`src/rtl/idma_stream_id_tracker.sv`:
```
// Per-stream transfer-ID generator and completion tracker.
// Requests pass straight through to one in-order back-end. An order FIFO
// remembers which stream each accepted request belongs to, so every
// back-end completion can be credited to the right stream.

// One stream's counters: next ID to hand out, last completed ID, and the
// number of transfers in flight.
module idma_stream_id_ctr #(
  parameter int unsigned IdCounterWidth = 32,
  parameter int unsigned OutCntWidth    = 4
) (
  input  logic                      clk_i,
  input  logic                      rst_ni,
  input  logic                      acc,
  input  logic                      cpl,
  output logic [IdCounterWidth-1:0] next_cnt,
  output logic [IdCounterWidth-1:0] done_cnt,
  output logic                      busy
);

  logic [OutCntWidth-1:0] out_cnt;

  // IDs wrap from all-ones to 1; 0 is reserved for "nothing completed".
  function automatic logic [IdCounterWidth-1:0] id_adv(input logic [IdCounterWidth-1:0] id);
    logic [IdCounterWidth-1:0] n;
    n = id + IdCounterWidth'(1);
    return (n == '0) ? IdCounterWidth'(1) : n;
  endfunction

  // Advance ID counters and track outstanding transfers.
  always_ff @(posedge clk_i or negedge rst_ni) begin
    if (!rst_ni) begin
      next_cnt <= IdCounterWidth'(1);
      done_cnt <= '0;
      out_cnt  <= '0;
    end else begin
      if (acc) next_cnt <= id_adv(next_cnt);
      if (cpl) done_cnt <= id_adv(done_cnt);
      case ({acc, cpl})
        2'b10:   out_cnt <= out_cnt + OutCntWidth'(1);
        2'b01:   out_cnt <= out_cnt - OutCntWidth'(1);
        default: out_cnt <= out_cnt;
      endcase
    end
  end

  assign busy = (out_cnt != '0);

endmodule

module idma_stream_id_tracker #(
  parameter int unsigned NumStreams     = 1,
  parameter int unsigned IdCounterWidth = 32,
  parameter int unsigned MaxOutstanding = 8,
  parameter int unsigned StreamWidth    = (NumStreams > 1) ? $clog2(NumStreams) : 1,
  parameter type         dma_req_t      = logic
) (
  input  logic                                       clk_i,
  input  logic                                       rst_ni,
  input  dma_req_t                                   req_i,
  input  logic                                       req_valid_i,
  output logic                                       req_ready_o,
  input  logic [StreamWidth-1:0]                     stream_idx_i,
  output logic [IdCounterWidth-1:0]                  next_id_o,
  output logic [NumStreams-1:0][IdCounterWidth-1:0]  done_id_o,
  output logic [NumStreams-1:0]                      busy_o,
  output dma_req_t                                   be_req_o,
  output logic                                       be_req_valid_o,
  input  logic                                       be_req_ready_i,
  input  logic                                       be_rsp_valid_i,
  output logic                                       be_rsp_ready_o
);

  localparam int unsigned PtrW     = $clog2(MaxOutstanding);
  localparam int unsigned CntW     = $clog2(MaxOutstanding + 1);
  localparam int unsigned NumSlots = 2 ** StreamWidth;

  logic [StreamWidth-1:0] fifo_mem [MaxOutstanding];
  logic [PtrW-1:0]        wr_ptr, rd_ptr;
  logic [CntW-1:0]        fifo_cnt;
  logic                   fifo_full, fifo_empty;
  logic [StreamWidth-1:0] head;
  logic                   accept, pop;
  logic [NumSlots-1:0]    stream_exists;
  logic                   stream_ok;
  logic [NumStreams-1:0]  acc_vec, cpl_vec;
  logic [NumStreams-1:0][IdCounterWidth-1:0] next_cnt;

  // Constant mask of index values that name a real stream.
  for (genvar s = 0; s < NumSlots; s++) begin : g_exists
    assign stream_exists[s] = (s < NumStreams);
  end
  assign stream_ok = stream_exists[stream_idx_i];

  assign fifo_full  = (fifo_cnt == CntW'(MaxOutstanding));
  assign fifo_empty = (fifo_cnt == '0);
  assign head       = fifo_mem[rd_ptr];

  // Out-of-range streams are neither forwarded nor acknowledged.
  assign be_req_o       = req_i;
  assign be_req_valid_o = req_valid_i && !fifo_full && stream_ok;
  assign req_ready_o    = be_req_ready_i && !fifo_full && stream_ok;
  assign be_rsp_ready_o = 1'b1;

  assign accept = req_valid_i && req_ready_o;
  assign pop    = be_rsp_valid_i && !fifo_empty;

  // Order FIFO pointers and fill level; stray completions are flagged.
  always_ff @(posedge clk_i or negedge rst_ni) begin
    if (!rst_ni) begin
      wr_ptr   <= '0;
      rd_ptr   <= '0;
      fifo_cnt <= '0;
    end else begin
      if (accept) wr_ptr <= wr_ptr + PtrW'(1);
      if (pop)    rd_ptr <= rd_ptr + PtrW'(1);
      case ({accept, pop})
        2'b10:   fifo_cnt <= fifo_cnt + CntW'(1);
        2'b01:   fifo_cnt <= fifo_cnt - CntW'(1);
        default: fifo_cnt <= fifo_cnt;
      endcase
      assert (!(be_rsp_valid_i && fifo_empty))
        else $warning("completion received with no outstanding transfer");
      assert (!(req_valid_i && !stream_ok))
        else $warning("request offered on nonexistent stream %0d", stream_idx_i);
    end
  end

  // Order FIFO storage; contents are only read when the FIFO is non-empty.
  always_ff @(posedge clk_i) begin
    if (accept) fifo_mem[wr_ptr] <= stream_idx_i;
  end

  // Per-stream counter instances.
  for (genvar i = 0; i < NumStreams; i++) begin : g_stream
    assign acc_vec[i] = accept && (stream_idx_i == StreamWidth'(i));
    assign cpl_vec[i] = pop && (head == StreamWidth'(i));

    idma_stream_id_ctr #(
      .IdCounterWidth (IdCounterWidth),
      .OutCntWidth    (CntW)
    ) u_ctr (
      .clk_i    (clk_i),
      .rst_ni   (rst_ni),
      .acc      (acc_vec[i]),
      .cpl      (cpl_vec[i]),
      .next_cnt (next_cnt[i]),
      .done_cnt (done_id_o[i]),
      .busy     (busy_o[i])
    );
  end

  // ID offered to the currently presented request.
  always_comb begin
    next_id_o = '0;
    for (int i = 0; i < NumStreams; i++)
      if (stream_idx_i == StreamWidth'(i)) next_id_o = next_cnt[i];
  end

endmodule

```
`config.mk`:
```
export PLATFORM = sky130hd
export DESIGN_NAME = idma_stream_id_tracker
export DESIGN_NICKNAME = d
export VERILOG_FILES = /design/src/rtl/idma_stream_id_tracker.sv
export SDC_FILE = /design/constraint.sdc
export NUM_CORES = 1
export LEC_CHECK = 0
export BUFFER_PORTS_ARGS = -buffer_cell sky130_fd_sc_hd__buf_4
export CORE_ASPECT_RATIO = 1.4
export CORE_MARGIN = 10
export CORE_UTILIZATION = 60
export DETAILED_ROUTE_END_ITERATION = 12
export GPL_TIMING_DRIVEN = 0
export PLACE_DENSITY = 0.83
export SLEW_MARGIN = 20
export SYNTH_ARGS = -nofsm -noshare
export SYNTH_HDL_FRONTEND = slang
export SYNTH_HIERARCHICAL = 1
export SYNTH_SLANG_ARGS = --single-unit
```
`constraint.sdc`:
```
create_clock -name clk_i -period 5.6 [get_ports clk_i]
set_input_delay 0.56 -clock clk_i [delete_from_list [all_inputs] [get_ports clk_i]]
set_output_delay 0.56 -clock clk_i [all_outputs]
set_load 0.05 [all_outputs]
```
==> results of run 1 <==
-- through the flow --
stage / util / instances / cell area, um^2
floorplan: - / 583 / 5510
global placement: 0.690 / 763 / 6200
detailed placement: 0.690 / 763 / 6200
CTS: 0.723 / 779 / 6490
global route: 0.723 / 779 / 6490
finish: 0.723 / 779 / 6490
-- worst paths after layout --
kind / start / endpoint / slack [ns]
worst min register to register: g_stream[0].u_ctr/out_cnt[3]$_DFFE_PN0P_ / g_stream[0].u_ctr/out_cnt[3]$_DFFE_PN0P_ / 0.48
worst max-delay path: g_stream[0].u_ctr/done_cnt[0]$_DFFE_PN0P_ / g_stream[0].u_ctr/done_cnt[1]$_DFFE_PN0P_ / 2.26
min in group clk_i: g_stream[0].u_ctr/out_cnt[3]$_DFFE_PN0P_ / g_stream[0].u_ctr/out_cnt[3]$_DFFE_PN0P_ / 0.48
max in group asynchronous: rst_ni / g_stream[0].u_ctr/next_cnt[31]$_DFFE_PN0P_ / 4.57
worst max register to register: g_stream[0].u_ctr/done_cnt[0]$_DFFE_PN0P_ / g_stream[0].u_ctr/done_cnt[1]$_DFFE_PN0P_ / 2.26
worst min-delay path: rst_ni / fifo_cnt[1]$_DFFE_PN0P_ / 0.38
-- power groups by stage --
stage | clock network [mW] | registers [mW] | logic (mW)
3_5_place_dp | 0 | 0.864 | 0.682
3_3_place_gp | 0 | 0.855 | 0.639
4_1_cts | 0.601 | 0.855 | 0.685
6_report | 0.589 | 0.856 | 0.680
2_1_floorplan | 0 | 0.902 | 0.442
5_1_grt | 0.626 | 0.870 | 0.738
-- logic make-up (layout without fill, tap and decap cells) --
| logic type | Yosys count | count (layout) |
|---|---|---|
| simple gates | 290 | 290 |
| xor+xnor | 88 | 88 |
| flops | 86 | 86 |
| compound gates | 50 | 50 |
| buf+inv | 46 | 135 |
| fa+ha+maj | 11 | 11 |
| mux | 11 | 11 |
| other cells | 1 | 1 |
-- flip-flops by register name, indices dropped and copies added (netlist names) --
name and cells:
g_stream.u_ctr/next_cnt 32, rd_ptr 3, g_stream.u_ctr/done_cnt 32, wr_ptr 3, fifo_cnt 4, g_stream.u_ctr/out_cnt 4
fifo_mem 8
-- final cells by class --
class | count | area share
Multi-Input combinational cell | 451 | 0.481
Sequential cell | 86 | 0.338
Timing Repair Buffer | 73 | 0.0845
Clock buffer | 9 | 0.0347
Buffer | 35 | 0.0245
Tap cell | 107 | 0.0206
Clock inverter | 7 | 0.0100
Inverter | 11 | 0.00637
-- routing by layer --
metal / track usage / vias to the layer above / wire length, um
li1: - / 2260 / -
met1: 0.226 / 2317 / 5250
met2: 0.356 / 220 / 7360
met3: 0.0409 / 70 / 775
met4: 0.110 / 0 / 680
met5: 0 / - / 0
-- placed cells by master, fill, tap and decap left out, drive strengths merged, types with 28 or more instances in the layout --
master | Yosys | routed
nor2 | 31 | 31
nor2b | 35 | 35
nor3 | 28 | 28
nand2 | 54 | 54
buf | 18 | 91
nand3 | 35 | 35
xor2 | 31 | 31
nand4 | 43 | 43
xnor2 | 57 | 57
dfrtp | 77 | 77
-- worst max-delay path: stages, from the launching register on --
cell and delay [ns]:
dfrtp_1 0.47, ha_1 0.27, nand4_1 0.25, nor4_1 0.65, buf_2 0.32, nand4_1 0.13
xor2_1 0.21, nand4_1 0.12, nor4_1 0.59, a31oi_1 0.17
==> summary.md, run 1 <==
| Metric | Value |
|---|---|
| CTS buffer count | `9` |
| Cells on worst reg2reg path | `9` |
| Vias in the first global route | `approximately 4800` |
| Seq/Total Area, Yosys | `0.398` |
| Final routed wire length divided by cell count | `18.1 um` |
| Total overflow reported by the global router | `0` |
| Via density | `6.25` |
| Number of hold buffers added after cts | `0` |
| Slew headroom | `0.339` |
| Post-layout power | `2.13 mW` |
| Cell types with the highest counts after synthesis | `77 x dfrtp_1, 57 x xnor2_1, 53 x nand2_1` |
| Most common cell in the netlist | `dfrtp_1` |
| Syn Nets | `approximately 600` |
| Final critical-path required period | `approximately 3.3 ns` |
| Depth of the CTS H-tree | `3` |
| Top cells by area in the synthesized netlist | `dfrtp_1 35%, xnor2_1 9.1%, xor2_1 4.9%` |
| Die X | `slightly above 100 um` |
| Share of synthesized cell area in full adder, half adder and majority cells | `0.0263` |
| Startpoint type of the worst setup path | `flip-flop` |
| Count of fill cells added during filler insertion | `about 680` |
| Async S/R FF share, synth | `0.907` |
| Setup repair after global routing missed its margin | `no` |
| Number of max-cap violations | `0` |
| Post-CTS Repair Setup Buffers | `0` |
| Total negative slack for setup checks | `0 ns` |
| Fraction of final layout cells with drive strength greater than 1 | `0.202` |
| Cell Int Power | `1.34 mW` |
| Number of hold violations in the final report | `0` |
| TritonCTS clock tree | `yes` |
| Starting Density | `0.614` |
| Final wirelength | `14100 um` |
| Clock power frac | `0.277` |
| Required arrival time at the worst endpoint | `around 5.8 ns` |
| Weighted congestion at the end of routability-driven global placement | `0.894` |
| Total DRC errors in the routed layout | `0` |
| Multiplexer area fraction after synthesis | `0.0256` |
| Critical path class | `reg -> reg` |
| Cell area after synthesis | `~5500 um^2` |
| Critical Path Fanout Max | `10` |
| Footprint of the multi-input gates | `3120 um^2` |
| Layout area overhead | `17.6%` |
| Diode count | `0` |
| Clock edge transition at the registers on the reported setup and hold paths | `roughly 0.06 ns` |
| Combined flip-flop and latch cell area | `about 2200 um^2` |
| Worst setup slack before clock tree synthesis | `between 2 and 2.5 ns` |
| Pwr per Cell Area | `about 330 nW/um^2` |
| Maximum clock insertion buffer count | `2` |
| Clock root buffer master | `clkbuf_16` |
| Xor-xnor portion of the synthesized cell area | `0.140` |
| Worst slack on hold paths | `between 0.3 and 0.4 ns` |
| DRC marker count from the first detailed-route iteration | `approximately 280` |
| Detailed-routing iteration count for the pre-antenna-repair pass | `5` |
| Number of input and output port buffers inserted | `73` |
| Number of antenna violations at the first check in global routing | `0` |
| Half-perimeter wire length after placement | `a little over 10000 um` |
| Total via count after detailed routing | `approximately 4900` |
| Antenna Nets Post-Route | `0` |
| Data arrival at the endpoint of the critical path | `between 3 and 4 ns` |
| Synth top area share | `0.349` |
| Number of instances in the synthesized netlist | `583` |
| Result of the run | `finished, final reports clean` |
| Worst-margin pin slew | `0.991 ns` |
| Complex-gate fraction of the synthesized area | `0.0678` |
| Layout Skew | `0.00575 ns` |
| Clk sink count | `86` |
| Global router's overall resource usage | `0.205` |
| Core Region | `between 8000 and 9000 um^2` |
| Final worst-path cycle share | `0.596` |
| Crit. End Element | `flip-flop` |
| Largest family of logic cells by synthesized area | `simple AND/OR/NAND/NOR gates` |
| Wire length of the first global-routing pass | `approximately 23000 um` |
| Post-synthesis cell type count | `between 70 and 80` |
| Count of flip-flops with a built-in enable after synthesis | `8` |
| Static Leakage | `2.79 nW` |
| Total I/O pin count | `between 70 and 80` |
| Maximum number of pins on one net before global-route repair | `79` |
| Comb pwr share | `0.320` |
| Cell type with the highest aggregate area in the netlist | `dfrtp_1` |
| Total of warnings raised by yosys | `6` |
| Final Max Slew Viols | `0` |
| Worst min path class | `in -> async` |
| Post-synthesis simple-gate area fraction | `0.306` |
| Overall die area | `13500 um^2` |
| Post-CTS resize count | `0` |
| Worst-case setup margin in the final layout | `approximately 2.3 ns` |
| Number of nets in the finished design | `around 690` |
| Sequential share of power | `0.403` |
| IR drop worst, VDD | `approximately 0.37 mV` |
| Switching Share | `0.370` |
| Post-Synthesis Mean Instance Area | `~9.5 um^2` |
| Clock latency on the worst-skew pair | `around 0.33 ns` |
| Die H | `about 130 um` |
| Flip-flop cell with the highest count after synthesis | `dfrtp_1` |
| Net Sw Power | `between 0.7 and 0.8 mW` |
| Std-Cell Rows | `between 40 and 50` |
| Max frequency | `~0.30 GHz` |
| Number of flip-flops and latches in the synthesized netlist | `between 80 and 90` |
| Setup violation total in the final timing report | `0` |
(Power assumes the default switching activity.)
==> run 2, diff against run 1 <==
--- a/config.mk
+++ b/config.mk
@@ -5,13 +5,14 @@
 export SDC_FILE = /design/constraint.sdc
 export NUM_CORES = 1
 export LEC_CHECK = 0
+export ABC_AREA = 1
 export BUFFER_PORTS_ARGS = -buffer_cell sky130_fd_sc_hd__buf_4
 export CORE_ASPECT_RATIO = 1.4
 export CORE_MARGIN = 10
-export CORE_UTILIZATION = 60
+export CORE_UTILIZATION = 59
 export DETAILED_ROUTE_END_ITERATION = 12
 export GPL_TIMING_DRIVEN = 0
-export PLACE_DENSITY = 0.83
+export PLACE_DENSITY = 0.81
 export SLEW_MARGIN = 20
 export SYNTH_ARGS = -nofsm -noshare
 export SYNTH_HDL_FRONTEND = slang
==> constraint.sdc (replaced) <==
create_clock -name clk_i -period 3.08 [get_ports clk_i]
set_input_delay 0.308 -clock clk_i [delete_from_list [all_inputs] [get_ports clk_i]]
set_output_delay 0.308 -clock clk_i [all_outputs]
set_load 0.05 [all_outputs]
==> summary.md, run 2 <==
| Metric | Value |
|---|---|
| Result of the run | `finished, final reports clean` |
| Total I/O pin count | `76 (unchanged)` |
| Number of input and output port buffers inserted | `73 (unchanged)` |
| Clock root buffer master | `clkbuf_16` |
| Worst min path class | `in -> reg` |
| Layout Skew | `0.00830 ns (+0.00254 ns)` |
| Die X | `105 um (+4.3%)` |
| Clock latency on the worst-skew pair | `0.34 ns (about the same)` |
| Total DRC errors in the routed layout | `0 (unchanged)` |
| Total via count after detailed routing | `6107 (+25%)` |
| Most common library cell in the layout ignoring fill and taps | `nand2_1` |
| Layout area overhead | `17.6% (about the same)` |
| Clock edge transition at the registers on the reported setup and hold paths | `0.07 ns (about the same)` |
| Die H | `139 um (+4.5%)` |
| Seq/Total Area, Yosys | `0.365 (-0.0333)` |
| Count of fill cells added during filler insertion | `866 (+28%)` |
| Flip-flop cell with the highest count after synthesis | `dfrtp_1` |
| Required arrival time at the worst endpoint | `3.31 ns (-2.47 ns)` |
| Number of antenna violations at the first check in global routing | `0 (unchanged)` |
| Final Max Slew Viols | `0 (unchanged)` |
| Cell types with the highest counts after synthesis | `356 x nand2_1, 166 x nor2_1, 128 x inv_1` |
| Vias in the first global route | `5841 (+21%)` |
| Final routed wire length divided by cell count | `14.1 um (-22%)` |
| Critical Path Fanout Max | `10 (unchanged)` |
| Critical path class | `reg -> reg` |
| Weighted congestion at the end of routability-driven global placement | `0.999 (+12%)` |
| Starting Density | `0.605 (-0.00969)` |
| TritonCTS clock tree | `yes` |
| Number of flip-flops and latches in the synthesized netlist | `86 (unchanged)` |
| Synth top area share | `0.320 (-0.0292)` |
| Post-Synthesis Mean Instance Area | `6.28 um^2 (-34%)` |
| Half-perimeter wire length after placement | `12700 um (+23%)` |
| Top cells by area in the synthesized netlist | `dfrtp_1 32%, nand2_1 22%, nor2_1 10%` |
| Std-Cell Rows | `43 (+4.9%)` |
| Pwr per Cell Area | `805 nW/um^2 (+150%)` |
| Startpoint type of the worst setup path | `flip-flop` |
| DRC marker count from the first detailed-route iteration | `327 (+15%)` |
| Cell area after synthesis | `6020 um^2 (+9.1%)` |
| Max frequency | `0.359 GHz (+20%)` |
| Number of instances in the synthesized netlist | `958 (+64%)` |
| Via density | `5.15 (-18%)` |
| Post-layout power | `5.70 mW (+170%)` |
| Combined flip-flop and latch cell area | `2190 um^2 (unchanged)` |
| Wire length of the first global-routing pass | `27400 um (+19%)` |
| Worst-case setup margin in the final layout | `0.296 ns (-1.97 ns)` |
| Final critical-path required period | `2.78 ns (-0.553 ns)` |
| Detailed-routing iteration count for the pre-antenna-repair pass | `5 (unchanged)` |
| CTS buffer count | `9 (unchanged)` |
| Depth of the CTS H-tree | `3 (unchanged)` |
| Final worst-path cycle share | `0.904 (+0.308)` |
| Total of warnings raised by yosys | `6 (unchanged)` |
| Cell type with the highest aggregate area in the netlist | `dfrtp_1` |
| Number of hold violations in the final report | `0 (unchanged)` |
| Fraction of final layout cells with drive strength greater than 1 | `0.111 (-0.0910)` |
| Count of flip-flops with a built-in enable after synthesis | `8 (unchanged)` |
| Biggest regs | `g_stream.u_ctr/done_cnt: 32 flops, g_stream.u_ctr/next_cnt: 32 flops, fifo_mem: 8 flops` |
| Slew headroom | `0.585 (+0.245)` |
| Footprint of the multi-input gates | `3260 um^2 (+4.5%)` |
| Clk sink count | `86 (unchanged)` |
| Post-synthesis cell type count | `33 (-54%)` |
| Worst slack on hold paths | `0.206 ns (-0.170 ns)` |
| Antenna Nets Post-Route | `0 (unchanged)` |
| Data arrival at the endpoint of the critical path | `3.02 ns (-0.50 ns)` |
| Crit. End Element | `flip-flop` |
| Total overflow reported by the global router | `0 (unchanged)` |
| Diode count | `0 (unchanged)` |
| Number of nets in the finished design | `1063 (+55%)` |
| Global router's overall resource usage | `0.226 (+0.0212)` |
| Async S/R FF share, synth | `0.907 (unchanged)` |
| Commonest cells after routing, fill and taps aside | `356 x nand2_1, 166 x nor2_1, 128 x inv_1, 77 x dfrtp_1, 76 x buf_4` |
| Non-filler cells, final | `1185 (+52%)` |
| Maximum clock insertion buffer count | `2 (unchanged)` |
| Most common cell in the netlist | `nand2_1` |
| Final wirelength | `16700 um (+19%)` |
| Placed instance count | `1166 (+53%)` |
| Syn Nets | `976 (+62%)` |
| Worst-margin pin slew | `0.623 ns (-0.368 ns)` |
| Finished layout cell area | `7080 um^2 (+9.1%)` |
| Core Region | `9950 um^2 (+11%)` |
| Setup repair after global routing missed its margin | `no` |
| Number of max-cap violations | `0 (unchanged)` |
| Overall die area | `14700 um^2 (+9.0%)` |
| IR drop worst, VDD | `0.459 mV (+24%)` |
| Maximum number of pins on one net before global-route repair | `79 (unchanged)` |
| Worst setup slack before clock tree synthesis | `-0.135 ns (-2.54 ns)` |
| Setup violation total in the final timing report | `0 (unchanged)` |
| Static Leakage | `3.44 nW (+23%)` |
| Instance area after placement | `6730 um^2 (+8.7%)` |
==> run 2: timing repair <==
action | CTS | global route
hold buffers | 0 | 1
buffers inserted | 0 | 1
pin swaps | 0 | 1
hold endpoints to repair | 0 | 27
gates resized for setup | 1 | 2
endpoints found under the setup margin | 1 | 1
==> run 2: cell families after synthesis <==
| family | after synthesis | synth area share |
|---|---|---|
| and+or+nand+nor | 613 | 0.419 |
| buffers and inverters | 148 | 0.0938 |
| DFF | 86 | 0.365 |
| AOI/OAI and AO/OA | 76 | 0.0649 |
| xor gates and xnor gates | 23 | 0.0335 |
| adders and majority gates | 11 | 0.0241 |
| other | 1 | 0.000623 |
==> run 2: layout make-up <==
| class | instances | share of cell area |
|---|---|---|
| Clock buffer | 11 | 0.0329 |
| Sequential cell | 86 | 0.310 |
| Multi-Input combinational cell | 724 | 0.461 |
| Timing Repair Buffer | 76 | 0.0838 |
| Buffer | 19 | 0.0118 |
| Tap cell | 135 | 0.0239 |
| Clock inverter | 5 | 0.00849 |
| Inverter | 129 | 0.0684 |
==> run 2: where the power goes <==
group,internal [mW],total [mW],leakage [nW],switching [mW]
logic,0.829,2.67,2.23,1.84
clock network,0.631,1.09,0.140,0.459
registers,1.49,1.94,1.07,0.451
total,2.95,5.70,3.44,2.75
==> run 2: metal layers <==
metal,up-vias,routed length [um],global-route usage
li1,3108,-,-
met1,2727,6220,0.236
met2,208,8500,0.404
met3,64,1030,0.0462
met4,0,931,0.134
met5,-,0,0
==> run 2: worst max-delay path, cell delays in order (launching register included) <==
cell and delay [ns]:
dfrtp_1 0.41, nor2_1 0.09, nand3_2 0.09, nand2_2 0.08, nor3_4 0.24, clkbuf_4 0.27
inv_1 0.16, ha_1 0.28, ha_1 0.33, nand2_1 0.08, nor2_1 0.04, a211oi_1 0.25
nor2_1 0.07, nor2_1 0.09, nand2_1 0.07, xor2_1 0.14
==> run 2: worst paths after layout <==
kind | from | endpoint | slack [ns] | cells after the start
worst max-delay path | fifo_cnt[0]$_DFFE_PN0P_ | g_stream[0].u_ctr/out_cnt[3]$_DFFE_PN0P_ | 0.30 | 15
worst min register to register | g_stream[0].u_ctr/out_cnt[0]$_DFFE_PN0P_ | g_stream[0].u_ctr/out_cnt[0]$_DFFE_PN0P_ | 0.48 | 1
max in group asynchronous | rst_ni | g_stream[0].u_ctr/next_cnt[0]$_DFFE_PN1P_ | 1.99 | 3
min in group asynchronous | rst_ni | fifo_cnt[2]$_DFFE_PN0P_ | 0.43 | 2
worst min-delay path | stream_idx_i | fifo_mem[0]$_DFFE_PP_ | 0.21 | 1
worst max register to register | fifo_cnt[0]$_DFFE_PN0P_ | g_stream[0].u_ctr/out_cnt[3]$_DFFE_PN0P_ | 0.30 | 15
==> run 2: through the flow <==
step / setup TNS [ns] / utilization
floorplan: 0 / -
global route: 0 / 0.711
global placement: -0.100 / 0.677
finish: 0 / 0.711
CTS: 0 / 0.706
detailed placement: -0.135 / 0.677
==> run 3, diff against run 2 <==
--- a/config.mk
+++ b/config.mk
@@ -5,14 +5,14 @@
 export SDC_FILE = /design/constraint.sdc
 export NUM_CORES = 1
 export LEC_CHECK = 0
-export ABC_AREA = 1
+export ABC_AREA = 0
 export BUFFER_PORTS_ARGS = -buffer_cell sky130_fd_sc_hd__buf_4
 export CORE_ASPECT_RATIO = 1.4
 export CORE_MARGIN = 10
-export CORE_UTILIZATION = 59
+export CORE_UTILIZATION = 58
 export DETAILED_ROUTE_END_ITERATION = 12
 export GPL_TIMING_DRIVEN = 0
-export PLACE_DENSITY = 0.81
+export PLACE_DENSITY = 0.8
 export SLEW_MARGIN = 20
 export SYNTH_ARGS = -nofsm -noshare
 export SYNTH_HDL_FRONTEND = slang
==> summary.md, run 3 (synthesis results as in run 1) <==
| Metric | Value |
|---|---|
| Critical Path Fanout Max | `6 (-4)` |
| Count of fill cells added during filler insertion | `727 (-16%)` |
| Most common library cell in the layout ignoring fill and taps | `buf_4` |
| Number of hold buffers added after cts | `0 (unchanged)` |
| Biggest regs | `g_stream.u_ctr/done_cnt: 32 flops, g_stream.u_ctr/next_cnt: 32 flops, fifo_mem: 8 flops` |
| Static Leakage | `2.86 nW (-17%)` |
| Layout area overhead | `20.1%` |
| Final standard cell utilization of the core | `0.708 (-0.00261)` |
| Maximum clock insertion buffer count | `2 (unchanged)` |
| Detailed-routing iteration count for the pre-antenna-repair pass | `5 (unchanged)` |
| Critical path class | `reg -> reg` |
| Slew headroom | `0.336 (-0.248)` |
| Worst reg2reg endpoint | `g_stream[0].u_ctr/next_cnt[1]$_DFFE_PN0P_` |
| R2r setup slk | `0.09 ns (-0.21 ns)` |
| Setup repair after global routing missed its margin | `no` |
| Depth of the CTS H-tree | `3 (unchanged)` |
| Number of hold violations in the final report | `0 (unchanged)` |
| Combined flip-flop and latch cell area | `2190 um^2 (unchanged)` |
| Max frequency | `0.334 GHz (-6.9%)` |
| Global router's overall resource usage | `0.208 (-0.0184)` |
| Ordered cell list for the critical path | `ha_4 -> nand4_1 -> nor4_4 -> buf_4 -> or4b_1 -> nand3_1 -> o211ai_1 -> or4_4 -> and2_1` |
| Total DRC errors in the routed layout | `0 (unchanged)` |
| Crit path max-delay cell type | `dfstp_2` |
| Worst min path class | `in -> async` |
| Final routed wire length divided by cell count | `18.1 um (+28%)` |
| Core Region | `9350 um^2 (-6.0%)` |
| Clk sink count | `86 (unchanged)` |
| Startpoint type of the worst setup path | `flip-flop` |
| Number of input and output port buffers inserted | `73 (unchanged)` |
| IR drop worst, VDD | `0.380 mV (-17%)` |
| Starting Density | `0.589 (-0.0150)` |
| Total I/O pin count | `76 (unchanged)` |
| Crit. End Element | `flip-flop` |
| Via density | `6.19 (+20%)` |
| Stage delay of the slowest cell on the critical path | `0.60 ns (+0.19 ns)` |
| Number of nets in the finished design | `690 (-35%)` |
| Commonest cells after routing, fill and taps aside | `81 x buf_4, 77 x dfrtp_1, 57 x xnor2_1, 53 x nand2_1, 40 x nand4_1` |
| Final worst-path cycle share | `0.971 (+0.0670)` |
| Startpoint of the worst register-to-register path | `g_stream[0].u_ctr/next_cnt[0]$_DFFE_PN1P_` |
| Half-perimeter wire length after placement | `10300 um (-19%)` |
| Worst-case setup margin in the final layout | `0.0894 ns (-0.206 ns)` |
| Maximum number of pins on one net before global-route repair | `79 (unchanged)` |
| Layout Skew | `0.00760 ns (-0.000695 ns)` |
| Wire length of the first global-routing pass | `23400 um (-15%)` |
| Pwr per Cell Area | `616 nW/um^2 (-23%)` |
| Die X | `102 um (-2.8%)` |
| Setup violation total in the final timing report | `0 (unchanged)` |
| Antenna Nets Post-Route | `0 (unchanged)` |
| Final wirelength | `14200 um (-15%)` |
| Footprint of the multi-input gates | `3160 um^2 (-2.9%)` |
| Finished layout cell area | `6630 um^2 (-6.4%)` |
| Clock edge transition at the registers on the reported setup and hold paths | `0.06 ns (about the same)` |
| Overall die area | `13900 um^2 (-5.7%)` |
| Std-Cell Rows | `42 (-2.3%)` |
| CTS buffer count | `9 (unchanged)` |
| DRC marker count from the first detailed-route iteration | `198 (-39%)` |
| Worst-margin pin slew | `0.996 ns (+0.373 ns)` |
| Fraction of final layout cells with drive strength greater than 1 | `0.219 (+0.107)` |
| Worst setup slack before clock tree synthesis | `-0.243 ns (-0.108 ns)` |
| Result of the run | `finished, final reports clean` |
| Data arrival at the endpoint of the critical path | `3.22 ns (+0.20 ns)` |
| Number of max-cap violations | `0 (unchanged)` |
| Required arrival time at the worst endpoint | `3.30 ns (about the same)` |
| TritonCTS clock tree | `yes` |
| Clock root buffer master | `clkbuf_16` |
| Post-layout power | `4.08 mW (-28%)` |
| Weighted congestion at the end of routability-driven global placement | `0.918 (-8.1%)` |
| Vias in the first global route | `4884 (-16%)` |
| Final Max Slew Viols | `0 (unchanged)` |
| Number of antenna violations at the first check in global routing | `0 (unchanged)` |
| Final critical-path required period | `2.99 ns (+0.206 ns)` |
| Clock latency on the worst-skew pair | `0.34 ns (about the same)` |
| Cells on worst reg2reg path | `9 (-6)` |
| Instance area after placement | `6200 um^2 (-7.9%)` |
| Die H | `135 um (-3.0%)` |
| Total via count after detailed routing | `4870 (-20%)` |
| Total overflow reported by the global router | `0 (unchanged)` |
| Diode count | `0 (unchanged)` |
| Worst slack on hold paths | `0.126 ns (-0.0802 ns)` |
==> run 3: changes by cell type in the layout (fill, tap and decap cells not counted), moves of 9 or more <==
cell	change
nor4_1	+12
inv_1	-118
nor2_1	-135
xor2_1	+17
nand4_1	+35
xnor2_1	+48
o21ai_0	-59
and3_1	+9
nand3_1	-16
nand2_1	-303
nor3_1	+19
nor2b_1	+35
buf_2	+12
==> run 3: metal layers <==
metal  global-route usage  wire [um]  up-vias
li1                     -          -     2273
met5                    0          0        -
met4                0.116        414        0
met3               0.0322        815       37
met2                0.367       7600      209
met1                0.229       5390     2351
==> run 3: how the worst max path moves through the flow <==
stage	start	slack, ns	cells after the start	end
3_3_place_gp	g_stream[0].u_ctr/done_cnt[0]$_DFFE_PN0P_	-0.19	9	g_stream[0].u_ctr/done_cnt[1]$_DFFE_PN0P_
5_1_grt	g_stream[0].u_ctr/next_cnt[0]$_DFFE_PN1P_	0.004	9	g_stream[0].u_ctr/next_cnt[1]$_DFFE_PN0P_
4_1_cts	rd_ptr[0]$_DFFE_PN0P_	0.02	8	g_stream[0].u_ctr/done_cnt[23]$_DFFE_PN0P_
3_5_place_dp	g_stream[0].u_ctr/done_cnt[0]$_DFFE_PN0P_	-0.24	9	g_stream[0].u_ctr/done_cnt[1]$_DFFE_PN0P_
2_1_floorplan	g_stream[0].u_ctr/done_cnt[0]$_DFFE_PN0P_	0.31	9	g_stream[0].u_ctr/done_cnt[1]$_DFFE_PN0P_
6_report	g_stream[0].u_ctr/next_cnt[0]$_DFFE_PN1P_	0.09	9	g_stream[0].u_ctr/next_cnt[1]$_DFFE_PN0P_
==> run 3: final cells by class <==
cell class	count	area share
Multi-Input combinational cell	451	0.478
Sequential cell	86	0.331
Timing Repair Buffer	78	0.0884
Clock buffer	12	0.0372
Buffer	35	0.0244
Tap cell	110	0.0208
Clock inverter	4	0.0144
Inverter	11	0.00623
==> run 3: repair_timing <==
item,CTS,global route
pin swaps,0,4
endpoints found under the setup margin,2,11
buffers inserted,0,5
gates resized for setup,2,10
==> run 3: worst max-delay path: cells and delay by family, from the launching register on <==
family	cells	cell delay (ns)
adders and majority gates	1	0.18
AOI/OAI and AO/OA	1	0.14
and+or+nand+nor	6	1.77
buffers and inverters	1	0.18
DFF	1	0.60
==> run 3: power by group <==
part           internal [mW]  leakage [nW]  switching (mW)  total (mW)
registers               1.32          1.10           0.232        1.55
logic                  0.523          1.60           0.754        1.28
clock network          0.814         0.167           0.437        1.25
==> run 3: metrics by stage <==
step | TNS, ns | cells
CTS | 0 | 782
floorplan | 0 | 583
global route | 0 | 787
global placement | -0.362 | 766
finish | 0 | 787
detailed placement | -0.483 | 766
